[src/rtl/crypto_core.sv]
// ============================================================================
// Module      : crypto_core
// Description : Multi-cycle 16-bit-instruction core with XOR/rotate ops and a
//               small resettable data memory.
// Revision    : 1.0 - initial release
// ============================================================================
`default_nettype none

module crypto_core #(
  parameter int DATA_W  = 8,
  parameter int PC_W    = 8,
  parameter int DMEM_AW = 4
) (
  input  logic              clk,
  input  logic              reset,
  input  logic              start,
  output logic [PC_W-1:0]   imem_addr,
  input  logic [15:0]       imem_data,
  output logic              busy,
  output logic              halted,
  output logic              illegal,
  output logic [15:0]       retired,
  input  logic [3:0]        dbg_sel,
  output logic [DATA_W-1:0] dbg_data
);

  localparam logic [3:0] OP_NOP  = 4'h0;
  localparam logic [3:0] OP_ADD  = 4'h1;
  localparam logic [3:0] OP_SUB  = 4'h2;
  localparam logic [3:0] OP_AND  = 4'h3;
  localparam logic [3:0] OP_OR   = 4'h4;
  localparam logic [3:0] OP_XOR  = 4'h5;
  localparam logic [3:0] OP_LDI  = 4'h6;
  localparam logic [3:0] OP_LD   = 4'h7;
  localparam logic [3:0] OP_ENC  = 4'h8;
  localparam logic [3:0] OP_ST   = 4'h9;
  localparam logic [3:0] OP_ROL  = 4'hA;
  localparam logic [3:0] OP_BEQZ = 4'hB;
  localparam logic [3:0] OP_JMP  = 4'hC;
  localparam logic [3:0] OP_ILLD = 4'hD;
  localparam logic [3:0] OP_ILLE = 4'hE;
  localparam logic [3:0] OP_HALT = 4'hF;

  localparam logic [DATA_W-1:0] WIDTH_VAL = DATA_W'(DATA_W);
  localparam int                DMEM_D    = 1 << DMEM_AW;

  typedef enum logic [2:0] {
    S_IDLE   = 3'd0,
    S_FETCH  = 3'd1,
    S_DECODE = 3'd2,
    S_EXEC   = 3'd3,
    S_MEM    = 3'd4,
    S_WB     = 3'd5,
    S_HALT   = 3'd6
  } state_t;

  state_t              state, state_nx;
  logic [PC_W-1:0]     pc;
  logic [15:0]         ir;
  logic [DATA_W-1:0]   a_op, b_op, d_op;
  logic [DATA_W-1:0]   result;
  logic [DATA_W-1:0]   regs [16];
  logic [DATA_W-1:0]   dmem [DMEM_D];

  logic [3:0]          opcode, rd, rs1, rs2;
  logic [DATA_W-1:0]   alu_res, rot_amt, rol_res;
  logic [DMEM_AW-1:0]  mem_addr;
  logic [PC_W-1:0]     br_off, jmp_tgt;
  logic                retire_evt;

  assign opcode   = ir[15:12];
  assign rd       = ir[11:8];
  assign rs1      = ir[7:4];
  assign rs2      = ir[3:0];
  assign mem_addr = a_op[DMEM_AW-1:0];
  assign br_off   = PC_W'($signed(ir[7:0]));
  assign jmp_tgt  = PC_W'(ir[7:0]);

  assign imem_addr = pc;
  assign busy      = (state != S_IDLE) && (state != S_HALT);
  assign halted    = (state == S_HALT);
  assign dbg_data  = regs[dbg_sel];

  // A shift by the full width yields zero, so amount 0 needs no special case.
  assign rot_amt = b_op % WIDTH_VAL;
  assign rol_res = (a_op << rot_amt) | (a_op >> (WIDTH_VAL - rot_amt));

  always_comb begin
    alu_res = '0;
    case (opcode)
      OP_ADD:         alu_res = a_op + b_op;
      OP_SUB:         alu_res = a_op - b_op;
      OP_AND:         alu_res = a_op & b_op;
      OP_OR:          alu_res = a_op | b_op;
      OP_XOR, OP_ENC: alu_res = a_op ^ b_op;
      OP_LDI:         alu_res = DATA_W'(ir[7:0]);
      OP_ROL:         alu_res = rol_res;
      default:        alu_res = '0;
    endcase
  end

  always_comb begin
    state_nx = state;
    case (state)
      S_IDLE:   if (start) state_nx = S_FETCH;
      S_FETCH:  state_nx = S_DECODE;
      S_DECODE: state_nx = S_EXEC;
      S_EXEC: begin
        case (opcode)
          OP_LD, OP_ST:                                  state_nx = S_MEM;
          OP_HALT:                                       state_nx = S_HALT;
          OP_NOP, OP_BEQZ, OP_JMP, OP_ILLD, OP_ILLE:     state_nx = S_FETCH;
          default:                                       state_nx = S_WB;
        endcase
      end
      S_MEM:    state_nx = (opcode == OP_LD) ? S_WB : S_FETCH;
      S_WB:     state_nx = S_FETCH;
      S_HALT:   if (start) state_nx = S_FETCH;
      default:  state_nx = S_IDLE;
    endcase
  end

  // HALT->FETCH restarts are not retirements; only completions are counted.
  assign retire_evt = ((state == S_EXEC) || (state == S_MEM) || (state == S_WB)) &&
                      (state_nx == S_FETCH);

  always_ff @(posedge clk) begin
    if (reset) begin
      state <= S_IDLE;
    end else begin
      state <= state_nx;
    end
  end

  always_ff @(posedge clk) begin
    if (reset) begin
      pc      <= '0;
      ir      <= '0;
      a_op    <= '0;
      b_op    <= '0;
      d_op    <= '0;
      result  <= '0;
      illegal <= 1'b0;
      retired <= '0;
      for (int i = 0; i < 16; i++) regs[i] <= '0;
      for (int j = 0; j < DMEM_D; j++) dmem[j] <= '0;
    end else begin
      if (retire_evt && (retired != 16'hFFFF)) retired <= retired + 16'd1;
      case (state)
        S_FETCH: begin
          ir <= imem_data;
          pc <= pc + 1'b1;
        end
        S_DECODE: begin
          a_op <= regs[rs1];
          b_op <= regs[rs2];
          d_op <= regs[rd];
        end
        S_EXEC: begin
          result <= alu_res;
          // pc already points past the branch, so the offset is applied directly.
          if ((opcode == OP_BEQZ) && (d_op == '0)) pc <= pc + br_off;
          if (opcode == OP_JMP) pc <= jmp_tgt;
          if ((opcode == OP_ILLD) || (opcode == OP_ILLE)) illegal <= 1'b1;
        end
        S_MEM: begin
          if (opcode == OP_ST) dmem[mem_addr] <= b_op;
          else                 result <= dmem[mem_addr];
        end
        S_WB: begin
          if (rd != 4'd0) regs[rd] <= result;
        end
        S_HALT: begin
          if (start) begin
            pc      <= '0;
            illegal <= 1'b0;
            retired <= '0;
          end
        end
        default: ;
      endcase
    end
  end

endmodule

`default_nettype wire

[config.mk]
export PLATFORM = sky130hd
export DESIGN_NAME = crypto_core
export DESIGN_NICKNAME = d
export VERILOG_FILES = /design/src/rtl/crypto_core.sv
export SDC_FILE = /design/constraint.sdc
export NUM_CORES = 1
export LEC_CHECK = 0
export ABC_AREA = 1
export CORE_ASPECT_RATIO = 2
export CORE_UTILIZATION = 45
export DETAILED_ROUTE_END_ITERATION = 10
export PLACE_DENSITY_LB_ADDON = 0.3
export SLEW_MARGIN = 20
export SYNTH_ARGS = -nofsm -noshare
export SYNTH_HDL_FRONTEND = slang
export SYNTH_SLANG_ARGS = --single-unit
[constraint.sdc]
create_clock -name clk -period 3.3 [get_ports clk]
set_input_delay 0.99 -clock clk [delete_from_list [all_inputs] [get_ports clk]]
set_output_delay 0.99 -clock clk [all_outputs]
set_load 0.03 [all_outputs]
==> impl_metrics.json <==
{
  "worst-path-max-fanout": 42,
  "fin_crit_ns": 3.21,
  "clock_sinks": 335,
  "yosys-top-cells-count": "nand2_1 (582), nor2_1 (345), o21ai_0 (276)",
  "crit_chain": "buf_4 > buf_12 > o21ai_0 > a21oi_1 > o221ai_1 > nand2_1 > buf_4",
  "n_fill_cell": 4142,
  "synth_top_area_share_pct": 38.7,
  "grt_antenna_before_repair": 8,
  "async_reset_ff_share_pct": 0,
  "clkPwrFrac_pct": 27.0,
  "p_per_area_nw_per_um2": 631,
  "layout.cells.non_filler": 3229,
  "dp_hpwl_um": 58900,
  "ioPinCount": 58,
  "vias": 19500,
  "yosys_warnings": 0,
  "setup_slack_ns": 0.0939,
  "ys_types": 41,
  "critPathMaxStageDelay_ns": 0.22,
  "hold_slack_ns": 0.509,
  "dr.pass1.iters": 6,
  "cts_buffer_depth": 3,
  "power_frac_seq_pct": 36.1,
  "synth_top_area_cell": "edfxtp_1",
  "drc": 0,
  "overflow": 0,
  "dp_cells": 3166,
  "synth_edf_count": 256,
  "tightestPinTransition_ns": 1.03,
  "die_h_um": 299,
  "setup_viol": 0,
  "start_util_pct": 45.7,
  "clk_latency_ns": 0.61,
  "cts_tree": "yes",
  "syn_to_final_growth_pct": 14.0,
  "synth_area_leaders": "edfxtp_1 (39%), nand2_1 (11%), dfxtp_1 (8.0%)",
  "nets": 2709,
  "synth-seq-cells": 335,
  "fmax_mhz": 312,
  "r2r_start": "b_op[1]",
  "combPwrFrac_pct": 36.9,
  "drive_gt1_share_pct": 8.07,
  "multi_input_area_um2": 9270,
  "std_cell_rows": 108,
  "synthCells": 2601,
  "netlist_area_um2": 19800,
  "cts-root-buf": "clkbuf_16",
  "worst_path_most_repeated_cell": "buf_4",
  "cp-start-kind": "primary input",
  "finalMaxSlewViolations": 0,
  "place.gp.congestion": 1.18,
  "maxCapViolCount": 0,
  "worstHoldStart": "retired[14]",
  "worst-endpoint-arrival_ns": 2.22,
  "hp-class": "reg -> reg",
  "grt_max_degree": 131,
  "ys_seq_area_share_pct": 46.7,
  "relSlewSlack_pct": 31.2,
  "seq_area_um2": 9280,
  "htree_levels": 1,
  "viasPerCell": 6.05,
  "cts_setup_buffers": 0,
  "ctsHoldBuffers": 0,
  "slowest_stage": "buf_12",
  "avgRoutedWirePerCell_um": 25.6,
  "min_to": "retired[14]",
  "hold_depth": 2,
  "grt_pass1_vias": 18900,
  "grt_usage_pct": 37.2,
  "cts_buffers": 31,
  "p_sw_share_pct": 40.5,
  "required_ns": 2.31,
  "crit_type": "in -> out",
  "post-route-period-util_pct": 97.2,
  "worst_r2r_endpoint": "result[7]",
  "coreArea_um2": 43400,
  "synth_most_common_cell": "nand2_1",
  "drtAntennaViolNets": 0,
  "grt_pass1_wl_um": 120000,
  "internal_power_mw": 8.50,
  "place_ws_ns": -0.00592,
  "drt_iter0_drc": 1548,
  "avgSynthCellArea_um2": 7.63,
  "hold_viol": 0,
  "ff2ff_path_depth": 18,
  "clock_skew_ns": 0.0208,
  "wl_um": 82600,
  "rrSetupSlack_ns": 0.60,
  "die_w_um": 150,
  "outcome": "complete, no violations",
  "endpoint_kind": "output pin",
  "path_clk_slew_ns": 0.06,
  "p_leak_nw": 8.61,
  "fp.dieArea_um2": 45000,
  "rsz0062_at_grt": "false",
  "synth-main-ff-cell": "edfxtp_1",
  "port_buffers": 57,
  "p_switching_mw": 5.79,
  "peakVddDrop_mv": 0.523
}
## power groups by stage
| stage | registers [mW] | logic, mW | clock network, mW |
|---|---|---|---|
| after global routing | 5.18 | 5.71 | 4.01 |
| after CTS | 5.14 | 5.08 | 3.88 |
| after detailed placement | 5.23 | 5.07 | 0 |
| final | 5.16 | 5.27 | 3.86 |
| after global placement | 5.22 | 5.01 | 0 |
| after floorplan | 5.10 | 3.24 | 0 |
## worst max-delay path, delay by kind of cell
family	cells	cell delay [ns]
AO/OA/AOI/OAI	3	0.50
buffers and inverters	3	0.59
AND/OR/NAND/NOR	1	0.10
## metal layers
metal / vias up / wire length, um / GRT usage [%] / part of all wire (%)
met4: 10 / 8330 / 32.6 / 10
li1: 8992 / - / - / -
met3: 398 / 6650 / 8.76 / 8.0
met5: - / 62 / 0 / 0.075
met1: 9097 / 25900 / 36.1 / 31
met2: 1036 / 41700 / 64.7 / 50
## state kept, by name, indices dropped and copies added (netlist names), named ones only
name,cells
a_op,8
b_op,8
d_op,8
dmem,128
illegal,1
imem_addr,8
ir,16
regs,128
result,8
retired,16
state,3
## layout make-up
class / count / share of cell area [%]
inverters: 192 / 3.18
multi-input cells: 1919 / 41.0
well taps: 550 / 3.04
clock inverters: 21 / 1.07
repair buffers: 171 / 7.06
flip-flops and latches: 335 / 41.0
diodes: 4 / 0.0442
clock buffers: 37 / 3.62
## worst max-delay path by stage
stage | from | cells after the start | endpoint
final | dbg_sel[0] | 7 | dbg_data[6]
after global routing | dbg_sel[0] | 7 | dbg_data[3]
after CTS | dbg_sel[2] | 7 | dbg_data[4]
after detailed placement | dbg_sel[2] | 6 | dbg_data[4]
after global placement | dbg_sel[2] | 7 | dbg_data[3]
after floorplan | dbg_sel[1] | 6 | dbg_data[3]
## cell families after synthesis
group                      share of synthesized area [%]
DFF                                                 46.7
buffers and inverters                               6.77
other                                             0.0189
and+or+nand+nor                                     27.1
AOI/OAI and AO/OA                                   16.3
adders and majority gates                           2.35
xor gates and xnor gates                           0.706
## cell usage in the layout (no fill, tap or decap), drive strengths merged, types with 2 or more instances in the layout
master and count:
bufinv 5, o211ai 96, conb 8, or2 7, o221ai 11, o21bai 3
dlymetal6s2s 2, nor3 20, o21ai 277, clkinv 21, clkbuf 37, inv 185
and3 9, nand2 594, nand4 44, dfxtp 79, a21oi 184, nor2 346
diode 4, clkinvlp 2, xor2 13, edfxtp 256, nand3 251, xnor2 3
clkdlybuf4s50 45, fa 2, a31oi 9, buf 124, ha 34
## stage by stage
| stage | cell area (um2) | utilization, % | setup TNS, ns | power [mW] |
|---|---|---|---|---|
| after floorplan | 19900 | - | 0 | 8.34 |
| after global placement | 21500 | 49.6 | -0.0652 | 10.2 |
| after detailed placement | 21500 | 49.6 | -0.00641 | 10.3 |
| after CTS | 22600 | 52.1 | 0 | 14.1 |
| after global routing | 22600 | 52.1 | 0 | 14.9 |
| final | 22600 | 52.2 | 0 | 14.3 |
## what timing repair did
| item | 4_1_cts | 5_1_grt |
|---|---|---|
| resized for setup | 2 | 5 |
| cloned | 0 | 1 |
| endpoints found under the setup margin | 3 | 8 |
| pin swaps | 0 | 1 |
(Power assumes the default switching activity.)
